## src/rtl/dmem_arb_pkg.sv

```systemverilog
// dmem_arb_pkg: states, port ids and latched request bundle
// shared by the data-memory arbiter files.
package dmem_arb_pkg;

  localparam int ARB_AW = 64;
  localparam int ARB_DW = 64;

  typedef logic [1:0] state_t;

  localparam state_t S_IDLE   = 2'd0;
  localparam state_t S_ACCESS = 2'd1;
  localparam state_t S_RESP   = 2'd2;

  localparam logic PORT_C = 1'b0;
  localparam logic PORT_L = 1'b1;

  typedef struct packed {
    logic              we;
    logic [ARB_AW-1:0] addr;
    logic [ARB_DW-1:0] wdata;
    logic              port;
  } req_t;

endpackage

```

## src/rtl/dmem_arb_pick.sv

```systemverilog
// dmem_arb_pick: two-way winner select. Fixed priority (C first)
// by default, round-robin when DMEM_ARB_RR_EN is defined.
module dmem_arb_pick
  import dmem_arb_pkg::*;
(
`ifdef DMEM_ARB_RR_EN
  input  logic last_i,
`endif
  input  logic c_req_i,
  input  logic l_req_i,
  output logic win_c_o,
  output logic win_l_o
);

  logic c_first;

`ifdef DMEM_ARB_RR_EN
  assign c_first = (last_i == PORT_L);
`else
  assign c_first = 1'b1;
`endif

  assign win_c_o = c_req_i & (~l_req_i | c_first);
  assign win_l_o = l_req_i & ~win_c_o;

endmodule

```

## src/rtl/dmem_arbiter.sv

```systemverilog
// dmem_arbiter: shares the single-port data memory between the core (C)
// and loader/debug (L) ports. Macro DMEM_ARB_RR_EN selects round-robin.
module dmem_arbiter
  import dmem_arb_pkg::*;
#(
  parameter int ADDR_W = 64,
  parameter int DATA_W = 64
) (
  input  logic              clk,
  input  logic              reset,
  input  logic              c_req,
  input  logic              c_we,
  input  logic [ADDR_W-1:0] c_addr,
  input  logic [DATA_W-1:0] c_wdata,
  output logic              c_gnt,
  output logic              c_rvalid,
  output logic [DATA_W-1:0] c_rdata,
  input  logic              l_req,
  input  logic              l_we,
  input  logic [ADDR_W-1:0] l_addr,
  input  logic [DATA_W-1:0] l_wdata,
  output logic              l_gnt,
  output logic              l_rvalid,
  output logic [DATA_W-1:0] l_rdata,
  output logic [ADDR_W-1:0] m_addr,
  output logic [DATA_W-1:0] m_wdata,
  output logic              m_memwrite,
  output logic              m_memread,
  input  logic [DATA_W-1:0] m_rdata,
  output logic              core_stall
);

  state_t            state_q, state_d;
  req_t              req_q, req_d;
  logic [DATA_W-1:0] c_rdata_q, c_rdata_d;
  logic [DATA_W-1:0] l_rdata_q, l_rdata_d;

  logic win_c, win_l;
  logic in_acc, in_resp, st_open, go, own_c;

  assign in_acc  = (state_q == S_ACCESS);
  assign in_resp = (state_q == S_RESP);
  assign st_open = (state_q == S_IDLE) | in_resp;
  assign go      = st_open & (win_c | win_l);
  assign own_c   = (req_q.port == PORT_C);

`ifdef DMEM_ARB_RR_EN
  logic last_q, last_d;

  assign last_d = go ? win_l : last_q;

  always_ff @(posedge clk or negedge reset) begin
    if (!reset) last_q <= PORT_L;
    else        last_q <= last_d;
  end

  dmem_arb_pick u_pick (
    .last_i  (last_q),
    .c_req_i (c_req),
    .l_req_i (l_req),
    .win_c_o (win_c),
    .win_l_o (win_l)
  );
`else
  dmem_arb_pick u_pick (
    .c_req_i (c_req),
    .l_req_i (l_req),
    .win_c_o (win_c),
    .win_l_o (win_l)
  );
`endif

  always_comb begin
    state_d   = state_q;
    req_d     = req_q;
    c_rdata_d = c_rdata_q;
    l_rdata_d = l_rdata_q;
    unique case (1'b1)
      in_acc: begin
        state_d = req_q.we ? S_IDLE : S_RESP;
        if (!req_q.we && own_c)  c_rdata_d = m_rdata;
        if (!req_q.we && !own_c) l_rdata_d = m_rdata;
      end
      go: begin
        state_d     = S_ACCESS;
        req_d.port  = win_l;
        req_d.we    = win_l ? l_we : c_we;
        req_d.addr  = ARB_AW'(win_l ? l_addr : c_addr);
        req_d.wdata = ARB_DW'(win_l ? l_wdata : c_wdata);
      end
      default: state_d = S_IDLE;
    endcase
  end

  always_ff @(posedge clk or negedge reset) begin
    if (!reset) begin
      state_q   <= S_IDLE;
      req_q     <= '0;
      c_rdata_q <= '0;
      l_rdata_q <= '0;
    end else begin
      state_q   <= state_d;
      req_q     <= req_d;
      c_rdata_q <= c_rdata_d;
      l_rdata_q <= l_rdata_d;
    end
  end

  // Grants are combinational, so gate them while reset is held.
  assign c_gnt = reset & st_open & win_c;
  assign l_gnt = reset & st_open & win_l;

  assign c_rvalid = in_resp & own_c;
  assign l_rvalid = in_resp & ~own_c;
  assign c_rdata  = c_rdata_q;
  assign l_rdata  = l_rdata_q;

  assign m_addr     = in_acc ? ADDR_W'(req_q.addr) : '0;
  assign m_wdata    = in_acc ? DATA_W'(req_q.wdata) : '0;
  assign m_memwrite = in_acc & req_q.we;
  assign m_memread  = in_acc & ~req_q.we;

  assign core_stall = c_req & ~((c_gnt & c_we)
                              | (in_acc & own_c & req_q.we)
                              | c_rvalid);

endmodule

```

## config.mk

```make
export PLATFORM = sky130hd
export DESIGN_NAME = dmem_arbiter
export DESIGN_NICKNAME = d
export VERILOG_FILES = /design/src/rtl/dmem_arb_pkg.sv /design/src/rtl/dmem_arb_pick.sv /design/src/rtl/dmem_arbiter.sv
export SDC_FILE = /design/constraint.sdc
export NUM_CORES = 1
export LEC_CHECK = 0
export ABC_AREA = 1
export CAP_MARGIN = 25
export CORE_AREA = 2 2 228 230
export CTS_CLUSTER_DIAMETER = 60
export DETAILED_ROUTE_END_ITERATION = 6
export DIE_AREA = 0 0 230 232
export PLACE_DENSITY_LB_ADDON = 0.2
export SLEW_MARGIN = 40
export SYNTH_ARGS = -nofsm -noshare
export SYNTH_HDL_FRONTEND = slang
export SYNTH_HIERARCHICAL = 1
export SYNTH_SLANG_ARGS = --single-unit
export TNS_END_PERCENT = 10
```

## constraint.sdc

```tcl
create_clock -name clk -period 1.3 [get_ports clk]
set_input_delay 0.195 -clock clk [delete_from_list [all_inputs] [get_ports clk]]
set_output_delay 0.195 -clock clk [all_outputs]
set_load 0.005 [all_outputs]
```

==> metrics <==
gr usage total=17.1%; worst setup margin=-0.747 ns; CTS root buf=clkbuf_16; CP Cell Sequence=inv_2 -> nand2_8 -> buf_6 -> buf_16 -> buf_8 -> buf_6 -> nor2_4 -> buf_6; area leader, netlist=dfrtp_1; Final #Nets=2550; Netlist cell types=15; Non-Filler Instances=2930; total placed cells including tap cells=2843; Crit Path Max Fanout=8; Clock Path Buffers=3; data required time of the worst path=1.11 ns; top-area cell type share of the netlist area=between 50% and 60%; relative slew slack=47.9%; routed len/inst=~16 um; Worst Path Buf+Inv=6; endpoint type of the worst setup path=output pin; post-place setup slack=-0.734 ns; Clk Latency, worst-skew pair=approximately 0.52 ns; largest net degree at the start of global routing=128; Routability Congestion=~0.85; Worst Reg-to-Reg Cells=9; crit-path leading delay family=buffers and inverters; dpl hpwl=34900 um; vias in the first global route=12299; slowest stage cell, crit path=dfrtp_1; reg2reg end=l_rdata[59]$_DFFE_PN0P_; Area Growth Syn to Fin=65.4%; post-route antenna net violation count=0; Startpoint Class=flip-flop; kind of critical path=reg2out; CTS Buf Count=36; DIE WIDTH=roughly 230 um; routed wire length=48000 um; share of cells above drive strength 1=20.8%; startpoint of the worst hold path=m_rdata[22]; max-cap violations=0; Worst EP arrival=between 1.5 and 2 ns; final hold violations=0; Yosys reg bits=260; row count=83; Reg2Reg Setup Slack=-0.47 ns; clk slew on worst S/H paths=0.06 ns; Die Y=232 um; TritonCTS clock tree=yes; Die ar.=53400 um^2; total number of vias=roughly 12000; Pwr Density=approximately 1600 nW/um^2; count of mapped cells out of synthesis=1608; Synth Cell Area=about 12000 um^2; failing checks=setup timing; Peak VDD IR=0.636 mV; worst hold path type=in2reg; Clock Skew=0.0178 ns; synth top area cells=dfrtp_1, o21ai_0, nand2_1, inv_1, nor2_1; drt first pass iters=5; maximum clock frequency=488 MHz; Initial Util=24.1%; outcome=finished, violations left; input/output buffers=588; average vias per placed instance=4.14; H-tree Lvls=2; Final period util=157%; syn_nets=between 1500 and 2000; first-pass GRT wire length=70400 um; final setup TNS=-166.16 ns; leakage=10.0 nW; drc violations=0; Congestion Overflow GR=0; Slew Viols, Final=0; hold endpoint=l_rdata[22]$_DFFE_PN0P_; worst-margin pin slew=0.782 ns; hold depth=3; Crit Reg-Reg Startpoint=state_q[1]$_DFF_PN0_; unrepaired setup endpoints after global routing=yes; Ports=approximately 600; Final setup viols=between 400 and 500; DRT iter0 DRCs=approximately 770; initial antenna violation count=2; Core Region=50900 um^2; Ys Warns=6; register area share after synthesis=53.0%; min Tclk post-route=2.05 ns; CP most frequent cell=buf_6; clk sink count=between 200 and 300; Worst path max stage delay=0.39 ns; Post-Syn Area per Cell=7.63 um^2; Final Util=roughly 40%
## layer usage
layer	global-route usage (%)	wire, um
met5	0	14
met4	5.04	1220
met1	20.8	19900
met2	28.7	22800
met3	5.70	4050
## layout by cell type (no fill, tap or decap), drive strengths merged
master         count
clkinvlp           1
nor2             136
diode              2
inv              333
nor3               2
clkdlybuf4s50    366
nand3              2
dfrtp            260
bufinv             3
buf              186
clkinv             4
o21ai            387
nand4              1
dlygate4sd3        1
clkdlybuf4s15     19
nand2            392
clkbuf           155
## cell usage after synthesis, drive strengths merged
library cell and number:
dfrtp 260, clkbuf 35, nand3 2, nor2 136, nand4 1, buf 64
nand2 392, o21ai 387, nor3 2, inv 329
## worst max-delay path by stage
stage / startpoint / end / slack, ns / cells past startpoint
after floorplan: l_req / req_q[87]$_DFFE_PN0P_ / 0.08 / 8
final: state_q[1]$_DFF_PN0_ / m_wdata[26] / -0.75 / 8
after global placement: c_req / req_q[33]$_DFFE_PN0P_ / -0.71 / 7
after global routing: state_q[1]$_DFF_PN0_ / m_wdata[26] / -0.85 / 8
after detailed placement: c_req / req_q[33]$_DFFE_PN0P_ / -0.73 / 7
after CTS: state_q[1]$_DFF_PN0_ / m_wdata[22] / -0.96 / 5
## area by class of cell
cell class | count | area (um^2)
Fill cell | 5304 | 30600
Sequential cell | 260 | 6510
Timing Repair Buffer | 677 | 6140
Multi-Input combinational cell | 920 | 4390
Inverter | 329 | 1240
Clock buffer | 50 | 1010
Tap cell | 680 | 851
Clock inverter | 12 | 156
Antenna cell | 2 | 5.00
## worst min-delay path, delay by kind of cell
| family | cells | cell delay (ns) |
|---|---|---|
| compound gates | 1 | 0.07 |
| buf+inv | 2 | 0.45 |
## state kept, by name (all words and copies together) (netlist names)
name	flops
req_q	130
c_rdata	64
l_rdata	64
state_q	2
## timing repair
action / 4_1_cts / 5_1_grt
pin swaps: 5 / 3
hold buffers: 1 / 0
resized for setup: 459 / 407
endpoints found under the setup margin: 522 / 676
hold endpoints to repair: 181 / 0
buffers inserted: 8 / 7
cloned: 4 / 6
## through the flow
stage	cell area [um^2]	power (W)	hold WS, ns
3_5_place_dp	19100	0.0239	0.313
5_1_grt	20300	0.0350	0.224
6_report	20300	0.0327	0.243
4_1_cts	20400	0.0341	0.200
2_1_floorplan	12300	0.0159	-0.101
3_3_place_gp	19100	0.0237	0.303
## report_power, final
group          switching [W]  internal (W)
registers            0.00130        0.0108
logic                0.00533       0.00549
clock network        0.00370       0.00607
## cell families after synthesis
group                  after synthesis  synth area share [%]
AOI/OAI and AO/OA                  387                  15.8
buffers and inverters              428                  14.7
DFF                                260                  53.0
and+or+nand+nor                    533                  16.5
(Power assumes the default switching activity.)
